`src/rtl/memory_dumper.sv`:
```
// Streams a block of words out of a synchronous-read program memory to a ready/valid consumer,
// flagging any word that holds the invalid trit code 2'b11.
module memory_dumper #(
    parameter int unsigned ADDR_WIDTH = 8,
    parameter int unsigned DATA_WIDTH = 18
) (
    input  logic                  clock,
    input  logic                  reset,
    input  logic                  start,
    input  logic [ADDR_WIDTH-1:0] base_addr,
    input  logic [ADDR_WIDTH:0]   word_count,
    output logic                  mem_read,
    output logic [ADDR_WIDTH-1:0] mem_addr,
    input  logic [DATA_WIDTH-1:0] mem_read_data,
    output logic                  out_valid,
    input  logic                  out_ready,
    output logic [DATA_WIDTH-1:0] out_data,
    output logic [ADDR_WIDTH-1:0] out_addr,
    output logic                  busy,
    output logic                  done,
    output logic                  bad_trit
);

    localparam int unsigned NumTrits = DATA_WIDTH / 2;
    localparam logic [ADDR_WIDTH:0] RemOne = {{ADDR_WIDTH{1'b0}}, 1'b1};

    typedef enum logic [2:0] {
        StIdle,
        StRead,
        StWait,
        StSend,
        StDone
    } state_e;

    state_e                state_q, state_d;
    logic [ADDR_WIDTH-1:0] addr_q, addr_d;
    logic [ADDR_WIDTH:0]   remaining_q, remaining_d;
    logic [DATA_WIDTH-1:0] data_q, data_d;
    logic [ADDR_WIDTH-1:0] out_addr_q, out_addr_d;
    logic                  bad_trit_q, bad_trit_d;
    logic                  word_bad;

    always_comb begin
        word_bad = 1'b0;
        for (int unsigned i = 0; i < NumTrits; i++) begin
            if (mem_read_data[2*i +: 2] == 2'b11) begin
                word_bad = 1'b1;
            end
        end
    end

    always_comb begin
        state_d     = state_q;
        addr_d      = addr_q;
        remaining_d = remaining_q;
        data_d      = data_q;
        out_addr_d  = out_addr_q;
        bad_trit_d  = bad_trit_q;
        mem_read    = 1'b0;
        out_valid   = 1'b0;
        busy        = 1'b0;
        done        = 1'b0;

        unique case (state_q)
            StIdle: begin
                if (start) begin
                    addr_d      = base_addr;
                    remaining_d = word_count;
                    bad_trit_d  = 1'b0;
                    state_d     = (word_count == '0) ? StDone : StRead;
                end
            end
            StRead: begin
                mem_read = 1'b1;
                busy     = 1'b1;
                state_d  = StWait;
            end
            StWait: begin
                busy       = 1'b1;
                data_d     = mem_read_data;
                out_addr_d = addr_q;
                if (word_bad) begin
                    bad_trit_d = 1'b1;
                end
                state_d = StSend;
            end
            StSend: begin
                busy      = 1'b1;
                out_valid = 1'b1;
                if (out_ready) begin
                    remaining_d = remaining_q - RemOne;
                    addr_d      = addr_q + 1'b1;
                    state_d     = (remaining_q == RemOne) ? StDone : StRead;
                end
            end
            StDone: begin
                done    = 1'b1;
                state_d = StIdle;
            end
            default: state_d = StIdle;
        endcase
    end

    always_ff @(posedge clock) begin
        if (reset) begin
            state_q     <= StIdle;
            addr_q      <= '0;
            remaining_q <= '0;
            data_q      <= '0;
            out_addr_q  <= '0;
            bad_trit_q  <= 1'b0;
        end else begin
            state_q     <= state_d;
            addr_q      <= addr_d;
            remaining_q <= remaining_d;
            data_q      <= data_d;
            out_addr_q  <= out_addr_d;
            bad_trit_q  <= bad_trit_d;
        end
    end

    // Address register doubles as the read address; it is only meaningful in READ.
    assign mem_addr = addr_q;
    assign out_data = data_q;
    assign out_addr = out_addr_q;
    assign bad_trit = bad_trit_q;

endmodule

```
`config.mk`:
```
export PLATFORM = sky130hd
export DESIGN_NAME = memory_dumper
export DESIGN_NICKNAME = d
export VERILOG_FILES = /design/src/rtl/memory_dumper.sv
export SDC_FILE = /design/constraint.sdc
export NUM_CORES = 1
export LEC_CHECK = 0
export BUFFER_PORTS_ARGS = -buffer_cell sky130_fd_sc_hd__buf_2
export CORE_MARGIN = 2
export CORE_UTILIZATION = 53
export DETAILED_ROUTE_END_ITERATION = 12
export PLACE_DENSITY = 0.9
export SETUP_SLACK_MARGIN = 0.15
export SLEW_MARGIN = 25
export SYNTH_ARGS = -nofsm -noshare
export SYNTH_HDL_FRONTEND = slang
export SYNTH_SLANG_ARGS = --single-unit
```
`constraint.sdc`:
```
create_clock -name clock -period 2.6 [get_ports clock]
set_input_delay 0.26 -clock clock [delete_from_list [all_inputs] [get_ports clock]]
set_output_delay 0.26 -clock clock [all_outputs]
set_load 0.02 [all_outputs]
```
* After elaboration in Yosys (flattened, before gate mapping)
Index checks and enable logic that the tools add are counted.
Word-level totals: output and inout bits 39, logic and storage cells 60, register bits after elaboration 47
Cells by class: mux-type cells 27, equal/unequal tests 17, reduce and logical (&&, ||, !) cells 8, add/subtract/negate cells 2
Operators with widths (number):
- == test 2 bit, second input constant | 9
- 2-to-1 mux 9 bit | 2
- one-hot mux 9 bit (2 select lines) | 1
- 2-to-1 mux 8 bit | 2
- one-hot mux 8 bit (2 select lines) | 1
- 2-to-1 mux 1 bit | 15
- 2-to-1 mux 3 bit | 4
- one-hot mux 3 bit (4 select lines) | 1
- == test 9 x 1 -> 1 bit, second input constant | 1
- logical NOT 9 bit | 1
- subtractor 9 x 1 -> 9 bit, second input constant | 1
- adder 8 x 1 -> 8 bit, second input constant | 1
- == test 3 x 2 -> 1 bit, second input constant | 2
- inequality test 2 bit, second input constant | 3
- AND reduction 3 bit | 2
- nonzero test 2 bit | 2
- == test 3 x 1 -> 1 bit, second input constant | 1
- == test 3 bit, second input constant | 1
- logical NOT 3 bit | 1
- OR reduction 3 bit | 1
- one-hot mux 1 bit (2 select lines) | 1
- AND reduction 2 bit | 1

* Longest topological paths before layout
word-level depth 12, mapped depth 7, gate-level depth less buffers 6

* Least setup slack after synthesis
Ideal clock, no wire load.
path type reg-to-reg, start register state_q[0], end register addr_q[4], in the netlist mem_addr[4], slack 1118 ps, stages on the path, launching flop included 6, arrival 1351 ps, path through dfxtp_1 > or3b_4 > a21o_1 > buf_6 > a211oi_2 > nor3_1
Between the ends: cells in the longest elaborated chain, start to end 3, elaborated cells between the ends (all ways) 7, classes of those cells eq/ne: 3; mux: 1; reduce/logical: 3
RTL lines:
- start, declared | line 35 | state_e state_q, state_d;
- start signal, assigned | line 106 | state_q <= StIdle;
- start signal, assigned | line 113 | state_q <= state_d;
- == test 3 x 2 -> 1 bit or logical NOT 3 bit (tied branches) | line 64 | unique case (state_q)
- inequality test 2 bit (no source line) or nonzero test 2 bit (tied branches)
- AND reduction 3 bit (no source line)
- end signal, assigned | line 114 | addr_q <= addr_d;
- end, declared | line 36 | logic [ADDR_WIDTH-1:0] addr_q, addr_d;
Several ways; a longest one is shown, not always the timed one. A chain may end at the register's enable or synchronous reset.

* Final worst setup path
start register state_q[2], end output port out_valid
Between the ends: cells in the longest elaborated chain, start to end 2
RTL lines:
- == test 3 x 2 -> 1 bit | line 64
- 2-to-1 mux 1 bit | line 64
- end, declared | line 15 | output logic out_valid,
No other way between the ends.

==> metrics.txt <==
first-pass GRT wire length 8.91 mm; Worst setup EP type output port; Reg clk slew, reported paths 0.08 ns; Async SR Flop Fraction 0%; DIE WIDTH 69.0 um; Initial Utilization 55.5%; Avg Vias per Cell 5.63; final setup TNS 0 ns; Post-Syn Instances 287; Worst-Margin Slew 0.868 ns; pre-CTS WS 0.937 ns; clk_skew 0.00277 ns; area occupied by multi-input gates 1160 um^2; Chip Height 69.0 um; final hold violations 0; grt ovf 0; outcome finished, final reports clean; Synth top area share 42.1%; Fmax 0.568 GHz; CTS tree done; synthesis-to-finish area growth 21.8%; DRC Markers 0; Final GP Congestion 0.896; EDFF count, synth 0; crit path DAT 1.50 ns; Post-DRT Antenna Nets 0; mapped cell area 2240 um^2; vias in the first global route 1902; final worst slack 0.840 ns; Min-Delay Path Class input port to flop; Pins Over Slew Limit 0; Seq. cell area 941 um^2; ANT cells 0; Post-Syn Nets 329; register area share after synthesis 42.1%; Num CTS Buffers 5; Tmin final 1.76 ns; RSZ-0062 raised after global routing false; gr usage total 25.1%; port bufs 77; final worst-path cycle share 67.7%; hold buffer count at CTS 0; synthesized area per cell 7.79 um^2; pwr dens 612 nW/um^2; CTS root buffer clkbuf_8; I/O pin count 78; Synth area leader dfxtp_1; Clock Latency Late Sink 0.30 ns; vias after detailed routing 2290; drt pass-1 iters 4; Main synth FF type dfxtp_1; Setup CP Type flop to output port; DRT iter0 DRCs 224; initial antenna violation count 0; hpwl dp 4.13 mm; fillers 348; post-cts sizing count 0; postcts setup bufs 0; Slew HR 42.1%; DIE AREA 4750 um^2; max-cap violations 0; DR WL/cell 14.2 um; wirelength, routed 5.78 mm; fin nets 399; Ys Warns 0; Setup violations, final 0; Startpoint Class flop; share of cells above drive strength 1 26.6%; Synth area leaders dfxtp_1, nand2_1, a21oi_1; leakage 1.17 nW; Req. time, crit path 2.34 ns; largest net degree at the start of global routing 28; TritonCTS Sinks 47; Clock Path Buffers 2; Yosys reg bits 47; CTS H-tree lvls 2; Placeable Area 4030 um^2; Worst Path Max Fanout 10; Yosys cell types 46; std cell rows 23; Max VDD drop 0.355 mV
through the flow:
| step | power (mW) | instances | util, % | hold WS [ns] | area (um^2) |
|---|---|---|---|---|---|
| 2_1_floorplan | 1.04 | 287 | - | 0.396 | 2240 |
| 3_3_place_gp | 1.14 | 400 | 64.9 | 0.439 | 2620 |
| 3_5_place_dp | 1.15 | 400 | 64.9 | 0.444 | 2620 |
| 4_1_cts | 1.66 | 407 | 67.6 | 0.197 | 2720 |
| 5_1_grt | 1.74 | 407 | 67.6 | 0.197 | 2720 |
| 6_report | 1.67 | 407 | 67.6 | 0.204 | 2720 |
where the power goes:
group | switching, mW | leakage [nW] | internal, mW | total [mW]
registers | 0.0518 | 0.384 | 0.766 | 0.818
clock network | 0.243 | 0.0502 | 0.281 | 0.524
logic | 0.202 | 0.733 | 0.121 | 0.323
sequential cells by signal, summed over array words and instances (netlist names):
| register | flops |
|---|---|
| out_addr | 8 |
| bad_trit | 1 |
| remaining_q | 9 |
| state_q | 3 |
| out_data | 18 |
| mem_addr | 8 |
per-layer routing:
layer / GRT usage, % / wire [um] / up-vias
met2: 41.1 / 2870 / 102
met5: 0 / 0 / -
met1: 33.4 / 2380 / 1031
met4: 8.82 / 79 / 0
met3: 4.06 / 451 / 8
li1: - / - / 1149
layout make-up:
class                      instances  share of cell area (%)
clock buffer                       5                    2.53
clock inverter                     2                    1.38
inverter                           7                   0.965
multi-input combinational        214                    42.7
sequential                        47                    34.6
tap                               50                    2.30
timing repair buffer              82                    15.5
cell families (layout without fill, tap and decap cells):
group                      Yosys count  after routing  synth area share (%)
adders and majority gates            3              3                  1.68
buffers and inverters               26             96                  5.88
muxes                                1              1                 0.448
and+or+nand+nor                    120            120                  25.3
AOI/OAI and AO/OA                   90             90                  24.6
DFF                                 47             47                  42.1
path summary, 6_finish.rpt:
kind                             from                           to  slack (ns)  cells after the start
min reg2reg  out_addr[4]$_SDFFE_PP0P_     out_addr[4]$_SDFFE_PP0P_        0.46                      2
max reg2reg   state_q[2]$_SDFFE_PP0P_  remaining_q[7]$_SDFFE_PP0P_        0.92                      5
min                  mem_read_data[7]     out_data[7]$_SDFFE_PP0P_        0.20                      3
max           state_q[2]$_SDFFE_PP0P_                    out_valid        0.84                      3
synth_stat cells, types with 3 or more instances:
cell type   n
a211oi_1    3
a32oi_1     4
o21ai_0    14
nand3_1     5
nand2_1    59
o21ai_1     5
nor3_1      7
buf_6       3
and2_1      4
a21oi_1    44
nor2b_1     5
nand2b_1    4
clkbuf_1    8
buf_2       6
a31oi_1     3
and3_1      3
nor2_1     18
nor4_1      5
ha_1        3
dfxtp_1    47
inv_1       7
critical path, cell delays in order, from the launching register on:
cell	delay [ns]
dfxtp_1	0.43
nand3b_1	0.29
inv_1	0.26
buf_2	0.22
cell usage in the layout (no fill, tap or decap), drive strengths merged, types with 2 or more instances in the layout:
master,n
a221oi,2
nand2b,5
inv,7
a32oi,4
buf,82
nand3,5
dfxtp,47
a211oi,4
a31oi,3
nor3,7
o22ai,2
or3b,2
nand2,59
and3,3
a22oi,2
a21oi,45
o32ai,2
nor4,6
nand4,2
ha,3
nor2,18
a311oi,2
and2,4
clkbuf,5
nor2b,5
o21ai,19
Note: power is estimated with default switching activity, not from simulation.
